$ cat src/rtl/gnr_pkg.sv
// Shared constants for the GNR Boolean-network nodes.
// Holds common truth tables and default counter / skip field widths.
package gnr_pkg;

    // 3-input truth tables, indexed by {in[2], in[1], in[0]}
    localparam logic [7:0] LUT_AND3 = 8'h80;
    localparam logic [7:0] LUT_OR3  = 8'hFE;
    localparam logic [7:0] LUT_MAJ3 = 8'hE8;

    localparam int CNT_W_DEF  = 8;
    localparam int SKIP_W_DEF = 4;

endpackage

$ cat src/rtl/gnr_lut_node_if.sv
// Control / data bundle of one gnr_lut_node.
// master drives strobes, init values, regulator inputs and threshold; slave returns state,
// stable flags and toggle counters.
interface gnr_lut_node_if #(
    parameter int NUM_IN     = 3,
    parameter int NUM_COPIES = 2,
    parameter int CNT_W      = 8
);
    logic                        en;
    logic                        reset_nos;
    logic [NUM_COPIES-1:0]       start;
    logic [NUM_COPIES-1:0]       init_state;
    logic [NUM_COPIES*NUM_IN-1:0] in_bits;
    logic [CNT_W-1:0]            stable_thr;
    logic [NUM_COPIES-1:0]       state;
    logic [NUM_COPIES-1:0]       stable;
    logic [NUM_COPIES*CNT_W-1:0] toggle_cnt;

    modport master (
        output en, reset_nos, start, init_state, in_bits, stable_thr,
        input  state, stable, toggle_cnt
    );

    modport slave (
        input  en, reset_nos, start, init_state, in_bits, stable_thr,
        output state, stable, toggle_cnt
    );
endinterface

$ cat src/rtl/gnr_lut_lane.sv
// One state lane of a GNR LUT node: truth-table update, decimation, stability/toggle counts.
// Ports: clk, rst (sync, active-high), en, reset_nos, start, init_state, in_bits[NUM_IN],
//        stable_thr -> state, stable, toggle_cnt.
module gnr_lut_lane
    import gnr_pkg::*;
#(
    parameter int                    NUM_IN = 3,
    parameter logic [(1<<NUM_IN)-1:0] LUT   = LUT_AND3,
    parameter int                    SKIP_W = SKIP_W_DEF,
    parameter logic [SKIP_W-1:0]     SKIP   = '0,
    parameter int                    CNT_W  = CNT_W_DEF
) (
    input  logic              clk,
    input  logic              rst,
    input  logic              en,
    input  logic              reset_nos,
    input  logic              start,
    input  logic              init_state,
    input  logic [NUM_IN-1:0] in_bits,
    input  logic [CNT_W-1:0]  stable_thr,
    output logic              state,
    output logic              stable,
    output logic [CNT_W-1:0]  toggle_cnt
);

    localparam logic [CNT_W-1:0]  CNT_MAX  = {CNT_W{1'b1}};
    localparam logic [CNT_W-1:0]  CNT_ONE  = CNT_W'(1);
    localparam logic [SKIP_W-1:0] SKIP_ONE = SKIP_W'(1);

    logic [SKIP_W-1:0] skip_cnt;
    logic [CNT_W-1:0]  stab_cnt;
    logic [CNT_W-1:0]  stab_nxt;
    logic [CNT_W-1:0]  tog_nxt;
    logic              upd;
    logic              lut_val;
    logic              stable_nxt;

    always_comb begin
        upd      = en && start && (skip_cnt == '0);
        lut_val  = LUT[in_bits];
        stab_nxt = stab_cnt;
        tog_nxt  = toggle_cnt;
        if (upd) begin
            if (lut_val != state) begin
                stab_nxt = '0;
                if (toggle_cnt != CNT_MAX)
                    tog_nxt = toggle_cnt + CNT_ONE;
            end else if (stab_cnt != CNT_MAX) begin
                stab_nxt = stab_cnt + CNT_ONE;
            end
        end
        // Judged on post-update count so stable rises on the threshold edge
        stable_nxt = (stable_thr != '0) && (stab_nxt >= stable_thr);
    end

    always_ff @(posedge clk) begin
        if (rst) begin
            state      <= 1'b0;
            skip_cnt   <= SKIP;
            stab_cnt   <= '0;
            toggle_cnt <= '0;
            stable     <= 1'b0;
        end else if (reset_nos) begin
            state      <= init_state;
            skip_cnt   <= '0;
            stab_cnt   <= '0;
            toggle_cnt <= '0;
            stable     <= 1'b0;
        end else begin
            if (en && start) begin
                if (skip_cnt == '0) begin
                    state    <= lut_val;
                    skip_cnt <= SKIP;
                end else begin
                    skip_cnt <= skip_cnt - SKIP_ONE;
                end
            end
            stab_cnt   <= stab_nxt;
            toggle_cnt <= tog_nxt;
            stable     <= stable_nxt;
        end
    end

endmodule

$ cat src/rtl/gnr_lut_node.sv
// Parametrised Boolean-network node: NUM_COPIES independent lanes of one gene.
// Ports: clk, rst (sync, active-high), bus (gnr_lut_node_if.slave: en, reset_nos, start,
//        init_state, in_bits, stable_thr -> state, stable, toggle_cnt).
module gnr_lut_node
    import gnr_pkg::*;
#(
    parameter int                         NUM_IN     = 3,
    parameter int                         NUM_COPIES = 2,
    parameter logic [(1<<NUM_IN)-1:0]      LUT        = LUT_AND3,
    parameter int                         SKIP_W     = SKIP_W_DEF,
    parameter logic [NUM_COPIES*SKIP_W-1:0] SKIP_VEC  = {4'd0, 4'd1},
    parameter int                         CNT_W      = CNT_W_DEF
) (
    input  logic           clk,
    input  logic           rst,
    gnr_lut_node_if.slave  bus
);

    logic [NUM_COPIES-1:0]       state_w;
    logic [NUM_COPIES-1:0]       stable_w;
    logic [NUM_COPIES*CNT_W-1:0] tog_w;

    for (genvar c = 0; c < NUM_COPIES; c++) begin : g_lane
        gnr_lut_lane #(
            .NUM_IN (NUM_IN),
            .LUT    (LUT),
            .SKIP_W (SKIP_W),
            .SKIP   (SKIP_VEC[c*SKIP_W +: SKIP_W]),
            .CNT_W  (CNT_W)
        ) u_lane (
            .clk        (clk),
            .rst        (rst),
            .en         (bus.en),
            .reset_nos  (bus.reset_nos),
            .start      (bus.start[c]),
            .init_state (bus.init_state[c]),
            .in_bits    (bus.in_bits[c*NUM_IN +: NUM_IN]),
            .stable_thr (bus.stable_thr),
            .state      (state_w[c]),
            .stable     (stable_w[c]),
            .toggle_cnt (tog_w[c*CNT_W +: CNT_W])
        );
    end

    assign bus.state      = state_w;
    assign bus.stable     = stable_w;
    assign bus.toggle_cnt = tog_w;

endmodule

$ cat src/flat_wrapper.sv
// flat-port wrapper written by rule: the top's interface ports become plain ports
module gnr_lut_node_flat import gnr_pkg::*;
#(
    parameter int                         NUM_IN     = 3,
    parameter int                         NUM_COPIES = 2,
    parameter logic [(1<<NUM_IN)-1:0]      LUT        = LUT_AND3,
    parameter int                         SKIP_W     = SKIP_W_DEF,
    parameter logic [NUM_COPIES*SKIP_W-1:0] SKIP_VEC  = {4'd0, 4'd1},
    parameter int                         CNT_W      = CNT_W_DEF
)
  (clk, rst, bus_en, bus_reset_nos, bus_start, bus_init_state, bus_in_bits, bus_stable_thr, bus_state, bus_stable, bus_toggle_cnt);
  gnr_lut_node_if #(.NUM_IN(NUM_IN), .NUM_COPIES(NUM_COPIES), .CNT_W(CNT_W)) bus_i ();
  input  logic clk;
  input  logic rst;
  input wire logic [$bits(bus_i.en)-1:0] bus_en;
  input wire logic [$bits(bus_i.reset_nos)-1:0] bus_reset_nos;
  input wire logic [$bits(bus_i.start)-1:0] bus_start;
  input wire logic [$bits(bus_i.init_state)-1:0] bus_init_state;
  input wire logic [$bits(bus_i.in_bits)-1:0] bus_in_bits;
  input wire logic [$bits(bus_i.stable_thr)-1:0] bus_stable_thr;
  output wire logic [$bits(bus_i.state)-1:0] bus_state;
  output wire logic [$bits(bus_i.stable)-1:0] bus_stable;
  output wire logic [$bits(bus_i.toggle_cnt)-1:0] bus_toggle_cnt;
  assign bus_i.en = bus_en;
  assign bus_i.reset_nos = bus_reset_nos;
  assign bus_i.start = bus_start;
  assign bus_i.init_state = bus_init_state;
  assign bus_i.in_bits = bus_in_bits;
  assign bus_i.stable_thr = bus_stable_thr;
  assign bus_state = bus_i.state;
  assign bus_stable = bus_i.stable;
  assign bus_toggle_cnt = bus_i.toggle_cnt;
  gnr_lut_node #(.NUM_IN(NUM_IN), .NUM_COPIES(NUM_COPIES), .LUT(LUT), .SKIP_W(SKIP_W), .SKIP_VEC(SKIP_VEC), .CNT_W(CNT_W)) u_core (.clk(clk), .rst(rst), .bus(bus_i));
endmodule
$ cat config.mk
export PLATFORM = sky130hd
export DESIGN_NAME = gnr_lut_node_flat
export DESIGN_NICKNAME = d
export VERILOG_FILES = /design/src/rtl/gnr_pkg.sv /design/src/rtl/gnr_lut_node_if.sv /design/src/rtl/gnr_lut_lane.sv /design/src/rtl/gnr_lut_node.sv /design/src/flat_wrapper.sv
export SDC_FILE = /design/constraint.sdc
export NUM_CORES = 1
export LEC_CHECK = 0
export ABC_CLOCK_PERIOD_IN_PS = 3350
export CAP_MARGIN = 0
export CORE_MARGIN = 4
export CORE_UTILIZATION = 54
export CTS_CLUSTER_DIAMETER = 120
export DETAILED_ROUTE_END_ITERATION = 8
export GPL_TIMING_DRIVEN = 0
export HOLD_SLACK_MARGIN = 0.1
export PLACE_DENSITY = 0.86
export SLEW_MARGIN = 20
export SYNTH_ARGS = -nofsm -noshare
export SYNTH_HDL_FRONTEND = slang
export SYNTH_SLANG_ARGS = --single-unit
$ cat constraint.sdc
create_clock -name clk -period 3.35 [get_ports clk]
set_clock_uncertainty 0.1 [all_clocks]
set_input_delay 0.67 -clock clk [delete_from_list [all_inputs] [get_ports clk]]
set_output_delay 0.67 -clock clk [all_outputs]
set_load 0.01 [all_outputs]
==> out/results.tsv, run 1 <==
metric	value	unit
tightest_slew	766	ps
maxSlewHeadroom	0.484	
clk_pin_slew	80	ps
cp-end-kind	flop	
hold_viol_final	0	
routedWlPerCell	14.0	microns
via_count	2587	
drt-pass1-iter-count	4	
rsz0062_at_grt	no	
fin_ws	190	ps
ir_drop	0.173	mV
setup_viol	0	
hp-class	flop to flop	
worstPathMaxFanout	6	
clock_latency	290	ps
stdcell_area	3270	sq um
post-route-period-util	0.943	
ys_seq_elements	44	
setup.worst_path.start_class	input pin	
maxSlewViolCount	0	
crit_type	input pin to flop	
crit_arrival	3240	ps
slowest_stage	clkdlybuf4s50_1	
yosysWarnings	0	
netlist.top_cell.by_area	dfxtp_1	
post-route-min-period	3160	ps
pre_cts_ws	-124	ps
numPortBuffers	41	
synth_top_area_frac	0.328	
synth_most_common_cell	dfxtp_1	
overflow	0	
path_cells	clkdlybuf4s50_1 > and4bb_4 > o211ai_1 > or3_1 > a21oi_1 > ha_1 > a21o_1 > a21o_1 > a21oi_1 > o32ai_1	
cellPowerDensity	300	nW/um^2
status	complete, no violations	
route.detailed.drc	0	
ys.flop_type	dfxtp_1	
leakagePower	1.22	nW
hold_buffers	0	
dpl_cell_area	3180	sq um
ys_top_cells_by_area	dfxtp_1 (33%), ha_1 (9.3%), a21oi_1 (6.1%)	
antenna_left	0	
nets	419	
start_util	0.562	
cts_tree	done	
max_clock_freq	316	MHz
ys_types	52	
grt_pass1_vias	2373	
grt_max_degree	13	
synthArstFlopShare	0	
synth_edf_count	0	
cts_htree_levels	2	
via_per_inst	5.83	
wl	6190	microns
clock_sinks	44	
antenna_cells	0	
finalWeightedCongestion	0.874	
layout-drive-gt1-share	0.0743	
die_x	78.6	microns
cts_root_buf	clkbuf_8	
io-pin-count	42	
max_stage_delay	570	ps
maxCapViolCount	0	
netlist_instances	329	
die_area	6170	sq um
synth_fp_nets	371	
ys_seq_area_frac	0.328	
antenna_found_initial	0	
syn_area	2690	sq um
clk_path_buf_depth	2	
avgSynthCellArea	8.17	sq um
numCtsBuffers	5	
drt_iter0_drc	137	
num_rows	25	
area_delta_synth_final	21.5	%
grt_first_pass_wirelength	10500	microns
grt_use_total	0.206	
cp.required	3430	ps
core_area	4790	sq um
dp_hpwl	4640	microns
die_y	78.6	microns
synth_common_cells	dfxtp_1 (44), a21oi_1 (33), nor2_1 (33)	
[cell usage in the layout (no fill, tap or decap), drive strengths merged, types with 6 or more instances in the layout]
master / n
or2: 6
a21oi: 33
inv: 11
nand3: 17
nor4: 8
clkbuf: 8
clkdlybuf4s50: 41
mux2i: 10
o31ai: 8
nor2: 33
or3: 11
dfxtp: 44
nand2: 32
or4: 7
nor3: 11
buf: 9
a21o: 7
ha: 20
o21ai: 15
[through the flow]
step           cells  setup TNS [ps]  hold slack (ps)  power (mW)  utilization
6_report         444               0              372       0.979        0.683
3_5_place_dp     437            -220              355       0.666        0.665
3_3_place_gp     437            -152              341       0.663        0.665
4_1_cts          444               0              367       0.982        0.681
2_1_floorplan    329               0              332       0.611            -
5_1_grt          444               0              403        1.03        0.683
[worst paths after layout]
check,startpoint,depth (start not counted),slack [ps],end
worst max-delay path,bus_en,10,190,u_core.g_lane[0].u_lane.stable
worst min-delay path,u_core.g_lane[0].u_lane.skip_cnt[3],2,370,u_core.g_lane[0].u_lane.skip_cnt[3]
worst max register to register,u_core.g_lane[1].u_lane.skip_cnt[3],9,640,u_core.g_lane[1].u_lane.stable
worst min register to register,u_core.g_lane[0].u_lane.skip_cnt[3],2,370,u_core.g_lane[0].u_lane.skip_cnt[3]
[cells by family (layout without fill, tap and decap cells)]
kind of cell / after synthesis / in the layout / share of synthesized area
mux: 10 / 10 / 0.0372
xor+xnor: 6 / 6 / 0.0195
simple gates: 146 / 146 / 0.290
compound gates: 81 / 81 / 0.192
fa+ha+maj: 20 / 20 / 0.0931
flops: 44 / 44 / 0.328
buf+inv: 22 / 70 / 0.0405
[state kept, by name (all words and copies together) (netlist names)]
name and count:
u_core.g_lane.u_lane.skip_cnt 8, u_core.g_lane.u_lane.toggle_cnt 16, u_core.g_lane.u_lane.state 2, u_core.g_lane.u_lane.stab_cnt 16, u_core.g_lane.u_lane.stable 2
[critical path, delay by kind of cell]
kind / cells / cell delay, ps
AOI/OAI and AO/OA: 6 / 980
adders and majority gates: 1 / 260
and+or+nand+nor: 2 / 750
buffers and inverters: 1 / 570
[report_power, final]
part / internal, mW / switching [mW]
clock network: 0.142 / 0.181
registers: 0.526 / 0.00501
logic: 0.0569 / 0.0682
[what timing repair did]
| action | CTS | global route |
|---|---|---|
| resized for setup | 0 | 1 |
| endpoints found under the setup margin | 0 | 1 |
| setup buffers | 0 | 0 |
[final cells by class]
cell class,count,area (sq um)
multi-input cells,263,1710
fillers,416,1520
flip-flops and latches,44,881
repair buffers,41,410
well taps,67,83.8
clock buffers,6,72.6
plain buffers,11,67.6
inverters,11,41.3
clock inverters,1,5.00
[metal layers]
metal	vias up	routed length (microns)	global-route usage
li1	1316	-	-
met1	1202	2980	0.269
met2	55	2850	0.336
met3	14	246	0.0447
met4	0	115	0.0682
met5	-	0	0
Power figures use the tool's default switching activity.
==> inputs of run 2 (changes only) <==
SLEW_MARGIN = 15   (was 20)
==> results of run 2 <==
The final DEF is identical to that of run 1; final timing and power are the same.
